==> src/rtl/servo_pwm_array.sv <==
// servo_pwm_array
//   N-channel hobby-servo PWM generator. Each channel keeps a target pulse
//   width. The target is set by an absolute command or nudged by jog inputs.
//   A slewed position chases the target at a bounded rate. A per-frame shadow
//   copy of the position drives the output comparator, so pulse widths only
//   change on frame boundaries.
//
// Ports
//   CLOCK_50   in   1                 system clock
//   rst        in   1                 synchronous, active-high reset
//   jog_up     in   NUM_CH            per-channel increase request (level)
//   jog_dn     in   NUM_CH            per-channel decrease request (level)
//   cmd_valid  in   1                 absolute target command valid
//   cmd_ready  out  1                 command accepted when valid & ready
//   cmd_ch     in   $clog2(NUM_CH)+1  target channel index
//   cmd_pos    in   PW                requested pulse width, clocks
//   servo      out  NUM_CH            registered PWM outputs
//   at_target  out  NUM_CH            registered "position == target" flags
module servo_pwm_array #(
  parameter int NUM_CH    = 4,
  parameter int FRAME_LEN = 1_000_000,
  parameter int PMIN      = 50_000,
  parameter int PMAX      = 100_000,
  parameter int CENTER    = 75_000,
  parameter int STEP      = 200,
  parameter int TICK_DIV  = 500_000,
  localparam int PW       = $clog2(FRAME_LEN),
  localparam int CHW      = $clog2(NUM_CH) + 1
) (
  input  logic              CLOCK_50,
  input  logic              rst,
  input  logic [NUM_CH-1:0] jog_up,
  input  logic [NUM_CH-1:0] jog_dn,
  input  logic              cmd_valid,
  output logic              cmd_ready,
  input  logic [CHW-1:0]    cmd_ch,
  input  logic [PW-1:0]     cmd_pos,
  output logic [NUM_CH-1:0] servo,
  output logic [NUM_CH-1:0] at_target
);

  localparam int TW = $clog2(TICK_DIV);

  localparam logic [PW-1:0] P_MIN      = PW'(PMIN);
  localparam logic [PW-1:0] P_MAX      = PW'(PMAX);
  localparam logic [PW-1:0] P_CENTER   = PW'(CENTER);
  localparam logic [PW-1:0] STEP_W     = PW'(STEP);
  localparam logic [PW-1:0] FRAME_LAST = PW'(FRAME_LEN - 1);
  localparam logic [TW-1:0] TICK_LAST  = TW'(TICK_DIV - 1);

  if (!(NUM_CH >= 1 && NUM_CH <= 16 && PMIN <= CENTER && CENTER <= PMAX &&
        PMAX < FRAME_LEN && STEP >= 1 && TICK_DIV >= 2)) begin : g_param_check
    $error("servo_pwm_array: illegal parameter combination");
  end

  logic [PW-1:0]     frame_cnt_q, frame_cnt_d;
  logic [TW-1:0]     tick_cnt_q, tick_cnt_d;
  logic [PW-1:0]     target_q [NUM_CH];
  logic [PW-1:0]     target_d [NUM_CH];
  logic [PW-1:0]     pos_q    [NUM_CH];
  logic [PW-1:0]     pos_d    [NUM_CH];
  logic [PW-1:0]     active_q [NUM_CH];
  logic [PW-1:0]     active_d [NUM_CH];
  logic [NUM_CH-1:0] servo_q, servo_d;
  logic [NUM_CH-1:0] at_target_q, at_target_d;
  logic              cmd_ready_q, cmd_ready_d;

  logic          tick;
  logic          frame_end;
  logic          cmd_fire;
  logic [PW-1:0] cmd_clamped;

  assign tick        = (tick_cnt_q == TICK_LAST);
  assign frame_end   = (frame_cnt_q == FRAME_LAST);
  assign cmd_fire    = cmd_valid && cmd_ready_q;
  assign cmd_clamped = (cmd_pos < P_MIN) ? P_MIN :
                       (cmd_pos > P_MAX) ? P_MAX : cmd_pos;

  always_comb begin
    frame_cnt_d = frame_end ? '0 : frame_cnt_q + PW'(1);
    tick_cnt_d  = tick ? '0 : tick_cnt_q + TW'(1);
    cmd_ready_d = 1'b1;
    servo_d     = '0;
    at_target_d = '0;
    for (int c = 0; c < NUM_CH; c++) begin
      target_d[c] = target_q[c];
      pos_d[c]    = pos_q[c];
      active_d[c] = active_q[c];

      // A command to this channel overrides any jog in the same cycle.
      // Saturation compares the remaining headroom before stepping, so
      // the arithmetic can never wrap.
      if (cmd_fire && cmd_ch == CHW'(c)) begin
        target_d[c] = cmd_clamped;
      end else if (tick) begin
        if (jog_up[c] && !jog_dn[c]) begin
          target_d[c] = ((P_MAX - target_q[c]) <= STEP_W) ? P_MAX
                                                          : target_q[c] + STEP_W;
        end else if (jog_dn[c] && !jog_up[c]) begin
          target_d[c] = ((target_q[c] - P_MIN) <= STEP_W) ? P_MIN
                                                          : target_q[c] - STEP_W;
        end
      end

      // Slew chases the target as it stood before this cycle's update.
      if (tick) begin
        if (target_q[c] >= pos_q[c]) begin
          pos_d[c] = ((target_q[c] - pos_q[c]) <= STEP_W) ? target_q[c]
                                                          : pos_q[c] + STEP_W;
        end else begin
          pos_d[c] = ((pos_q[c] - target_q[c]) <= STEP_W) ? target_q[c]
                                                          : pos_q[c] - STEP_W;
        end
      end

      if (frame_end) begin
        active_d[c] = pos_q[c];
      end

      servo_d[c]     = (frame_cnt_q < active_q[c]);
      at_target_d[c] = (pos_q[c] == target_q[c]);
    end
  end

  always_ff @(posedge CLOCK_50) begin
    if (rst) begin
      frame_cnt_q <= '0;
      tick_cnt_q  <= '0;
      servo_q     <= '0;
      at_target_q <= '1;
      cmd_ready_q <= 1'b0;
      for (int c = 0; c < NUM_CH; c++) begin
        target_q[c] <= P_CENTER;
        pos_q[c]    <= P_CENTER;
        active_q[c] <= P_CENTER;
      end
    end else begin
      frame_cnt_q <= frame_cnt_d;
      tick_cnt_q  <= tick_cnt_d;
      servo_q     <= servo_d;
      at_target_q <= at_target_d;
      cmd_ready_q <= cmd_ready_d;
      for (int c = 0; c < NUM_CH; c++) begin
        target_q[c] <= target_d[c];
        pos_q[c]    <= pos_d[c];
        active_q[c] <= active_d[c];
      end
    end
  end

  assign servo     = servo_q;
  assign at_target = at_target_q;
  assign cmd_ready = cmd_ready_q;

endmodule
==> config.mk <==
export PLATFORM = sky130hd
export DESIGN_NAME = servo_pwm_array
export DESIGN_NICKNAME = d
export VERILOG_FILES = /design/src/rtl/servo_pwm_array.sv
export SDC_FILE = /design/constraint.sdc
export NUM_CORES = 1
export LEC_CHECK = 0
export CELL_PAD_IN_SITES_DETAIL_PLACEMENT = 1
export CELL_PAD_IN_SITES_GLOBAL_PLACEMENT = 1
export CORE_ASPECT_RATIO = 0.9
export CORE_MARGIN = 4
export CORE_UTILIZATION = 52
export DETAILED_ROUTE_END_ITERATION = 10
export GPL_TIMING_DRIVEN = 0
export PLACE_DENSITY_LB_ADDON = 0.1
export SYNTH_ARGS = -nofsm -noshare
export SYNTH_HDL_FRONTEND = slang
export SYNTH_SLANG_ARGS = --single-unit
export TNS_END_PERCENT = 10
==> constraint.sdc <==
create_clock -name CLOCK_50 -period 7.79 [get_ports CLOCK_50]
set_input_delay 1.558 -clock CLOCK_50 [delete_from_list [all_inputs] [get_ports CLOCK_50]]
set_output_delay 1.558 -clock CLOCK_50 [all_outputs]
set_load 0.01 [all_outputs]
# ---- Word-level counts from Yosys, hierarchy flattened
# Memories as Yosys holds them, arrays and structs flattened.
# Index checks and enable logic that the tools add are counted.
dict set report totals {
  ff_bits 48
  ramBits 240
  n_memories 3
}
# memory words width rd rd_ports_with_merged_regs wr line
set memory_table {}
lappend memory_table {active_q 4 20 4 0 4 62} ;# logic [PW-1:0] active_q [NUM_CH];
lappend memory_table {pos_q 4 20 4 0 4 60} ;# logic [PW-1:0] pos_q [NUM_CH];
lappend memory_table {target_q 4 20 4 0 4 58} ;# logic [PW-1:0] target_q [NUM_CH];
dict set report op_classes {
  addsub 34
  order_cmp 26
  n_eq_ne 9
  mux 61
  bitwise_logic 12
  n_reduce_logical 24
}
# cell n
set op_table {}
lappend op_table {{20-bit two-way mux} 58}
lappend op_table {{20-bit by 8-bit less-or-equal comparator with 1-bit output (second input constant)} 16}
lappend op_table {{20-bit by 8-bit adder with 20-bit output (second input constant)} 8}
lappend op_table {{20-bit subtractor} 8}
lappend op_table {{20-bit by 8-bit subtractor with 20-bit output (second input constant)} 8}
lappend op_table {{20-bit equality test} 4}
lappend op_table {{20-bit >= comparator} 4}
lappend op_table {{20-bit less-than comparator} 4}
lappend op_table {{17-bit by 20-bit subtractor with 20-bit output (first input constant)} 4}
lappend op_table {{20-bit by 16-bit subtractor with 20-bit output (second input constant)} 4}
lappend op_table {{20-bit by 1-bit adder with 20-bit output (second input constant)} 1}
lappend op_table {{20-bit equality test (second input constant)} 1}
lappend op_table {{20-bit by 17-bit > comparator with 1-bit output (second input constant)} 1}
lappend op_table {{20-bit by 16-bit less-than comparator with 1-bit output (second input constant)} 1}
lappend op_table {{19-bit by 1-bit adder with 19-bit output (second input constant)} 1}
lappend op_table {{19-bit equality test (second input constant)} 1}
lappend op_table {{1-bit logical AND} 13}
lappend op_table {{1-bit OR} 12}
lappend op_table {{1-bit logical NOT} 8}
lappend op_table {{3-bit by 2-bit equality test with 1-bit output (second input constant)} 2}
lappend op_table {{2-bit OR reduction} 2}
lappend op_table {{3-bit by 1-bit equality test with 1-bit output (second input constant)} 1}
lappend op_table {{3-bit logical NOT} 1}
lappend op_table {{1-bit two-way mux} 3}

# ---- Logic depth before layout (Yosys ltp)
# Gate-level depths: netlist of the first run.
# An unclocked memory read counts as a cell.
dict set report depth {
  ltp_word 9
  mapped_depth 17
  depth_no_buf 13
}

# ---- Worst setup path after synthesis of the first run
# Ideal clock, no wire load.
dict set report synth_timing {
  path_type {input port to flip-flop}
  start {input cmd_pos[4]}
  end {memory target_q[1][12] (netlist name)}
  setup_time_ns 0.086
  t_arrival_ns 4.053
  required_ns 7.704
  slack_ns 3.652
  path_stages 12
  cell_sequence {or4_1 o21a_1 o21ai_0 a21oi_1 o311a_1 or3_1 clkbuf_1 nor2_1 a221oi_1 o21ai_0 a21oi_1 a211oi_1}
}
# element line
set synth_lines {}
lappend synth_lines {{start, declared} 37} ;# input logic [PW-1:0] cmd_pos,
lappend synth_lines {{end, declared} 58}

==> impl_results.md, run 1 <==
* Outcome: finished with violations
* Failing checks: max-capacitance violations, max-slew violations
* Reg2Reg Launch Point: target_q[0][10]
* Kind of critical path: input pin to flip-flop
* Hold_buf cts at 0
* Largest net degree at the start of global routing at 15
* Nets at 4574
* First-pass GRT wire length at 202000 um
* Final GP Congestion at 1.01
* Reg2Reg Setup Slack at 2.03 ns
* Via-to-Cell Ratio at between 6 and 7
* Clk sink count at 288
* Initial Util at 53.0%
* Initial DRC count at roughly 4400
* Cell mode on critical path: nor2_1
* Initial antenna violation count at 12
* Die Y at roughly 230 um
* PD cells at 128 nW/um^2
* VDD IR max at 141 uV
* Setup Viol. Count Final at 0
* Fin. max-slew vios at 22
* CP endpoint: target_q[1][15]
* Crit path launch: cmd_pos[1]
* Core ar. at between 50000 and 60000 sq um
* Leak Pwr at around 14 nW
* Vias in the first global route at 34000
* Post-layout min period at slightly below 6 ns
* #FFs+latches synth at about 290
* Most used DFF post-synth: dfxtp_1
* Wirelength per Cell at 26.5 um
* Pwr Total at between 0.004 and 0.005 W
* Area leader, netlist: dfxtp_1
* Syn Area/Cell at between 7 and 8 sq um
* Final Skew at 0.0286 ns
* Fin crit share at 74.2%
* Synth top cells by count: nand2_1, nor2_1, a21oi_1
* Critical Path AT at about 6.2 ns
* Area grow syn2layout at 8.91%
* Max FO, Critical Path at 9
* Cell breakdown of the critical path: clkdlybuf4s50_1 -> or4_1 -> o21a_1 -> o21ai_0 -> a21oi_1 -> o311a_1 -> or3_1 -> clkbuf_1 -> nor2_1 -> nor2_1 -> a221oi_1 -> nor2_1
* Setup TNS Final at 0 ns
* TritonCTS clock tree: built
* Layout cells sized above 1 at 4.45%
* Global Route Usage Sum at 41.8%
* CTS Buf Count at 37
* H-tree depth at 2
* Boundary pin count at 43
* Synth area leaders: dfxtp_1, ha_1, a21oi_1
* Routed WL at 134000 um
* Clock Path Buffers at 3
* Cells after Synth at 4198
* Synth cell types at 104
* Clock share of power at ~42%
* CTS clk-pin slew, worst paths at 0.07 ns
* Post-route ant nets at 0
* Synth Warn # at 0
* Final hold viol count at 0
* FMAX at ~170 MHz
* Worst path required time at about 8 ns
* I/O Buffers at 41
* Synthesized netlist net count at 4486
* Slowest cell on crit path: nor2_1
* Count leader, synth: nand2_1
* Reg2Reg Depth at 17
* Clock root buffer: clkbuf_16
* Post-CTS Setup Inserts at 0
* Reg power frac at between 30% and 40%
* Routed vias at around 35000
* CP endpoint kind: flip-flop
* Worst r2r dst: pos_q[0][15]
* Full die area at 61100 sq um
* Actual slew at the worst max-slew pin at 1.52 ns
* Number of max-cap violations at 5
* Slew Limit Headroom at -1.21%
* Ys async rst share at 0%
* Chip width at approximately 260 um
* Worst-Skew Late Latency at 0.58 ns
* Sequential-to-total area share from yosys stat at 19.4%
* Switching share of total power at between 30% and 40%
* Net Sw Power at 0.00138 W
* Final core occ at 57.7%
* Power share of the combinational group at 21.4%
* # fillers at 7497
* Post_cts resized at 0
* DRC Markers at 0
* Hold Path Class: flip-flop to flip-flop
* CP Launch Type: input pin
* Share of the synthesized area in the top cell type at 19.4%
* Netlist Area Pre-Place at roughly 30000 sq um
* # rows at about 80
* Critical path's largest stage delay at 1.25 ns
* Int Pwr at 0.00275 W
* Remaining global-route overflow at 0
* TritonRoute pass-1 iters at 5
* Post-synth EDFFs at 0
* Final HPWL from detailed placement at 102000 um
* Hold path cells at 2
* RSZ-0062 raised after global routing: no
layer usage:
layer | GRT usage [%] | routed length [um] | share of wire (%)
met1 | 56.3 | 55100 | 41
met2 | 62.3 | 56000 | 42
met3 | 10.4 | 15600 | 12
met4 | 20.6 | 7610 | 5.7
met5 | 0 | 97 | 0.072
cells in the final DEF (no fill, tap or decap), types with 30 or more instances in the layout:
master           Yosys  layout
o31ai_1             35      34
inv_1              284     284
nand3_1            148     148
o22ai_1             43      43
nand2_1            435     435
clkdlybuf4s50_1      0      41
buf_2               32      32
o21ai_0            245     242
clkbuf_16            0      37
a211oi_1            63      63
mux2i_1             34      34
nor2b_1             39      39
nand4_1             68      68
nor2_1             343     342
ha_1               254     254
xor2_1              50      50
a221oi_1            40      40
o221ai_1            33      33
o211ai_1            84      84
xnor2_1            157     157
and3_1              49      49
nor4_1              45      44
a21oi_1            334     334
clkbuf_1           205     208
nor3_1             146     146
a31oi_1             58      58
nand2b_1            50      50
or3_1               54      54
a21o_1              92      92
dfxtp_1            288     288
o21a_1              30      30
cells by family (layout without fill, tap and decap cells):
group	Yosys count	after routing	share of synthesized area, %
simple gates	1503	1503	24.4
compound gates	1355	1355	30.8
buf+inv	551	664	7.19
flops	288	288	19.4
fa+ha+maj	254	254	10.7
xor+xnor	207	207	6.10
mux	40	40	1.37
other cells	0	3	0
state kept, by name (all words and copies together), names as in the netlist:
register and count:
servo 4, frame_cnt_q 20, tick_cnt_q 19, cmd_ready 1, at_target 4, active_q 80
pos_q 80, target_q 80
critical path, delay by kind of cell:
kind	cells	cell delay [ns]
and+or+nand+nor	5	2.41
AOI/OAI and AO/OA	5	1.07
buffers and inverters	2	1.18
per-stage QoR:
stage          hold WS (ns)  cell area, sq um  setup WS, ns  cells
2_1_floorplan         0.418             29700          3.65   4198
3_3_place_gp          0.434             31100          1.37   4995
3_5_place_dp          0.445             31200          1.63   5003
4_1_cts               0.452             32400          2.21   5067
5_1_grt               0.477             32400          1.70   5067
6_report              0.451             32400          2.01   5070
worst min-delay path by stage:
| stage | end | from | slack, ns |
|---|---|---|---|
| 5_1_grt | active_q[2][15] | active_q[2][15] | 0.48 |
| 3_5_place_dp | active_q[2][17] | active_q[2][17] | 0.45 |
| 2_1_floorplan | tick_cnt_q[0] | tick_cnt_q[0] | 0.42 |
| 6_report | active_q[2][17] | active_q[2][17] | 0.45 |
| 4_1_cts | active_q[2][17] | active_q[2][17] | 0.45 |
| 3_3_place_gp | tick_cnt_q[0] | tick_cnt_q[0] | 0.43 |
power by group through the flow:
stage / clock [W] / sequential (W) / combinational [W]
3_3_place_gp: 0 / 0.00153 / 0.000821
6_report: 0.00175 / 0.00150 / 0.000885
5_1_grt: 0.00180 / 0.00150 / 0.000931
2_1_floorplan: 0 / 0.00153 / 0.000555
4_1_cts: 0.00174 / 0.00150 / 0.000848
3_5_place_dp: 0 / 0.00153 / 0.000840
cell type report:
type	count	area [sq um]	area share [%]
buffer	248	1000	3.10
clock inverter	17	151	0.468
timing repair buffer	49	497	1.53
antenna	3	7.51	0.0232
multi-input combinational	3359	21800	67.5
clock buffer	47	1020	3.16
inverter	303	1140	3.51
tap	756	946	2.92
sequential	288	5770	17.8
Power figures use the tool's default switching activity.
==> inputs of run 2 (changes only) <==
Settings changed: CORE_UTILIZATION 52 to 43.
Clock period 7.79 ns to 5.02 ns, I/O delays scaled along.
==> run 2 against run 1 <==
Clock power is 71% higher. Via count is 3.2% lower. Register-to-register slack worse by 1.9 ns. Global-route usage is 6.9 points lower. Non-clock buffer count is 3 lower. Clock-buffer cell count stayed put. Combinational power is 56% higher. First-iteration DRC count is 24% lower. Setup slack worse by 2.0 ns. The flow finishes with violations (max-capacitance violations, max-slew violations, negative setup slack).
==> impl_results.md, run 2 (synthesized netlist as in run 1, its figures left out) <==
* Post-route ant nets at 0 (unchanged)
* Slew Limit Headroom at -0.759% (was -1.21%)
* Die Y at 257 um (was 235 um)
* Dominant delay contributor by cell family on the critical path: simple AND/OR/NAND/NOR gates (unchanged)
* CTS clk-pin slew, worst paths at 0.06 ns (was 0.07 ns)
* Final worst setup slack at -0.0296 ns (was 2.01 ns)
* Reg2Reg Depth at 17 (unchanged)
* Setup Viol. Count Final at 1 (was 0)
* Number of max-cap violations at 2 (was 5)
* Vias in the first global route at 32700 (was 34000)
* Slowest cell on crit path: nor2_2 (was nor2_1)
* Failing checks: max-capacitance violations, max-slew violations, negative setup slack (was max-capacitance violations, max-slew violations)
* Post-layout min period at 5.05 ns
* I/O Buffers at 41 (unchanged)
* Max FO, Critical Path at 9 (unchanged)
* TritonCTS clock tree: built (unchanged)
* Largest net degree at the start of global routing at 13 (was 15)
* Via-to-Cell Ratio at 6.45 (was 6.90)
* Reg2Reg Launch Point: target_q[0][9] (was target_q[0][10])
* Final GP Congestion at 0.959 (was 1.01)
* Pwr Total at 0.00670 W (was 0.00413 W)
* Cell mode on critical path: nor2_1 (unchanged)
* # rows at 91 (was 82)
* DRC Markers at 0 (unchanged)
* Worst path depth at 12 (unchanged)
* Layout cells sized above 1 at 5.40% (was 4.45%)
* TritonRoute pass-1 iters at 6 (was 5)
* First-pass GRT wire length at 202000 um (about the same)
* Worst Path Buf+Inv at 2 (unchanged)
* Global Route Usage Sum at 34.9% (was 41.8%)
* Initial DRC count at 3347 (was 4430)
* Critical Path AT at 5.47 ns (was 6.21 ns)
* Boundary pin count at 43 (unchanged)
* Worst-Skew Late Latency at 0.57 ns (was 0.58 ns)
* Final HPWL from detailed placement at 103000 um (was 102000 um)
* Clock root buffer: clkbuf_16 (unchanged)
* CTS Buf Count at 39 (was 37)
* CP endpoint kind: flip-flop (unchanged)
* Most frequent cells in the layout: nand2_1, nor2_1, a21oi_1, dfxtp_1, inv_1 (unchanged)
* CP Launch Type: input pin (unchanged)
* Leak Pwr at 13.6 nW (was 13.5 nW)
* Initial antenna violation count at 12 (unchanged)
* Clock Path Buffers at 3 (unchanged)
* Inst Count DP at 5176 (was 5003)
* VDD IR max at 186 uV (was 141 uV)
* Critical path's largest stage delay at 0.86 ns (was 1.25 ns)
* Kind of critical path: input pin to flip-flop (unchanged)
* Clk sink count at 288 (unchanged)
* Hold path cells at 2 (unchanged)
* Worst r2r dst: pos_q[0][17] (was pos_q[0][15])
* Final hold viol count at 0 (unchanged)
* Core ar. at 68500 sq um (was 56100 sq um)
* Fin crit share at 101%
* H-tree depth at 2 (unchanged)
* Crit path launch: cmd_pos[0] (was cmd_pos[1])
* Chip width at 285 um (was 260 um)
* Hold Path Class: flip-flop to flip-flop (unchanged)
* Reg2Reg Setup Slack at 0.16 ns (was 2.03 ns)
* Final Skew at 0.0154 ns (was 0.0286 ns)
* Cell breakdown of the critical path: clkdlybuf4s50_1 -> or4_1 -> o21a_1 -> o21ai_0 -> a21oi_1 -> o311a_1 -> or3_1 -> clkbuf_1 -> nor2_2 -> nor2_1 -> a221oi_1 -> nor2_1 (was clkdlybuf4s50_1 -> or4_1 -> o21a_1 -> o21ai_0 -> a21oi_1 -> o311a_1 -> or3_1 -> clkbuf_1 -> nor2_1 -> nor2_1 -> a221oi_1 -> nor2_1)
* Fin. max-slew vios at 25 (was 22)
* FMAX at 198 MHz
* Outcome: finished with violations (unchanged)
* Routed WL at 134000 um (about the same)
* Hold_buf cts at 0 (unchanged)
* Area grow syn2layout at 10.5% (was 8.91%)
* Initial Util at 43.4% (was 53.0%)
* Setup TNS Final at -0.0296 ns (was 0 ns)
* Most common cell after layout, fill and taps aside: nand2_1 (unchanged)
* Nets at 4573 (was 4574)
* WHS Endpoint: active_q[3][17] (was active_q[2][17])
* Wirelength per Cell at 25.6 um (was 26.5 um)
* PD cells at 204 nW/um^2 (was 128 nW/um^2)
* # fillers at 8880 (was 7497)
* RSZ-0062 raised after global routing: yes (was no)
* Post-CTS Setup Inserts at 0 (unchanged)
* Actual slew at the worst max-slew pin at 1.51 ns (was 1.52 ns)
* Hold path start: active_q[3][17] (was active_q[2][17])
* Remaining global-route overflow at 0 (unchanged)
* Final non-filler cell total at 5251 (was 5070)
* Routed vias at 33900 (was 35000)
* Full die area at 73400 sq um (was 61100 sq um)
* Worst path required time at 5.44 ns (was 8.21 ns)
* Registers with the most flip-flops: active_q (80), pos_q (80), target_q (80) (unchanged)
## run 2: tightest hold or removal path: stages, from the launching register on
cell and delay (ns):
dfxtp_1 0.31, nand2_1 0.05, a21oi_1 0.05
## run 2: per-stage QoR
stage,hold WS (ns),util [%],cell area (sq um),setup slack [ns]
floorplan,0.418,-,29700,1.14
global placement,0.441,45.7,31300,-0.946
detailed placement,0.444,45.8,31400,-0.860
CTS,0.452,47.8,32700,0.0184
global route,0.467,47.9,32800,-0.0503
finish,0.452,47.9,32800,-0.0296
## run 2: worst max path at each step
stage	end	slack, ns
finish	target_q[1][15]	-0.03
global route	pos_q[3][16]	-0.05
CTS	pos_q[0][16]	0.02
detailed placement	target_q[1][15]	-0.86
global placement	target_q[1][7]	-0.95
floorplan	pos_q[0][16]	1.14
## run 2: repair_timing
action / CTS / global route
pin swaps: 0 / 1
resized for setup: 7 / 43
setup endpoints to repair: 34 / 61
## run 2: metal layers
layer	global-route usage (%)	vias up	routed length, um
met2	53.0	1389	56500
met5	0	-	39
met1	49.5	16600	60700
li1	-	15600	-
met3	6.37	261	12000
met4	12.5	6	5140
## run 2: layout make-up
type                       instances  area [sq um]  area share, %
timing repair buffer              48           482           1.47
tap                              930          1160           3.54
antenna                            7          17.5         0.0533
buffer                           246          1010           3.09
inverter                         303          1140           3.48
clock buffer                      47          1070           3.25
sequential                       288          5770           17.6
clock inverter                    23           256          0.781
multi-input combinational       3359         21900           66.8
## run 2: power breakdown
group / leakage, nW / internal (W) / switching [W]
Combinational: 10.7 / 0.000465 / 0.000911
Sequential: 2.33 / 0.00230 / 0.0000242
Clock: 0.647 / 0.00178 / 0.00122
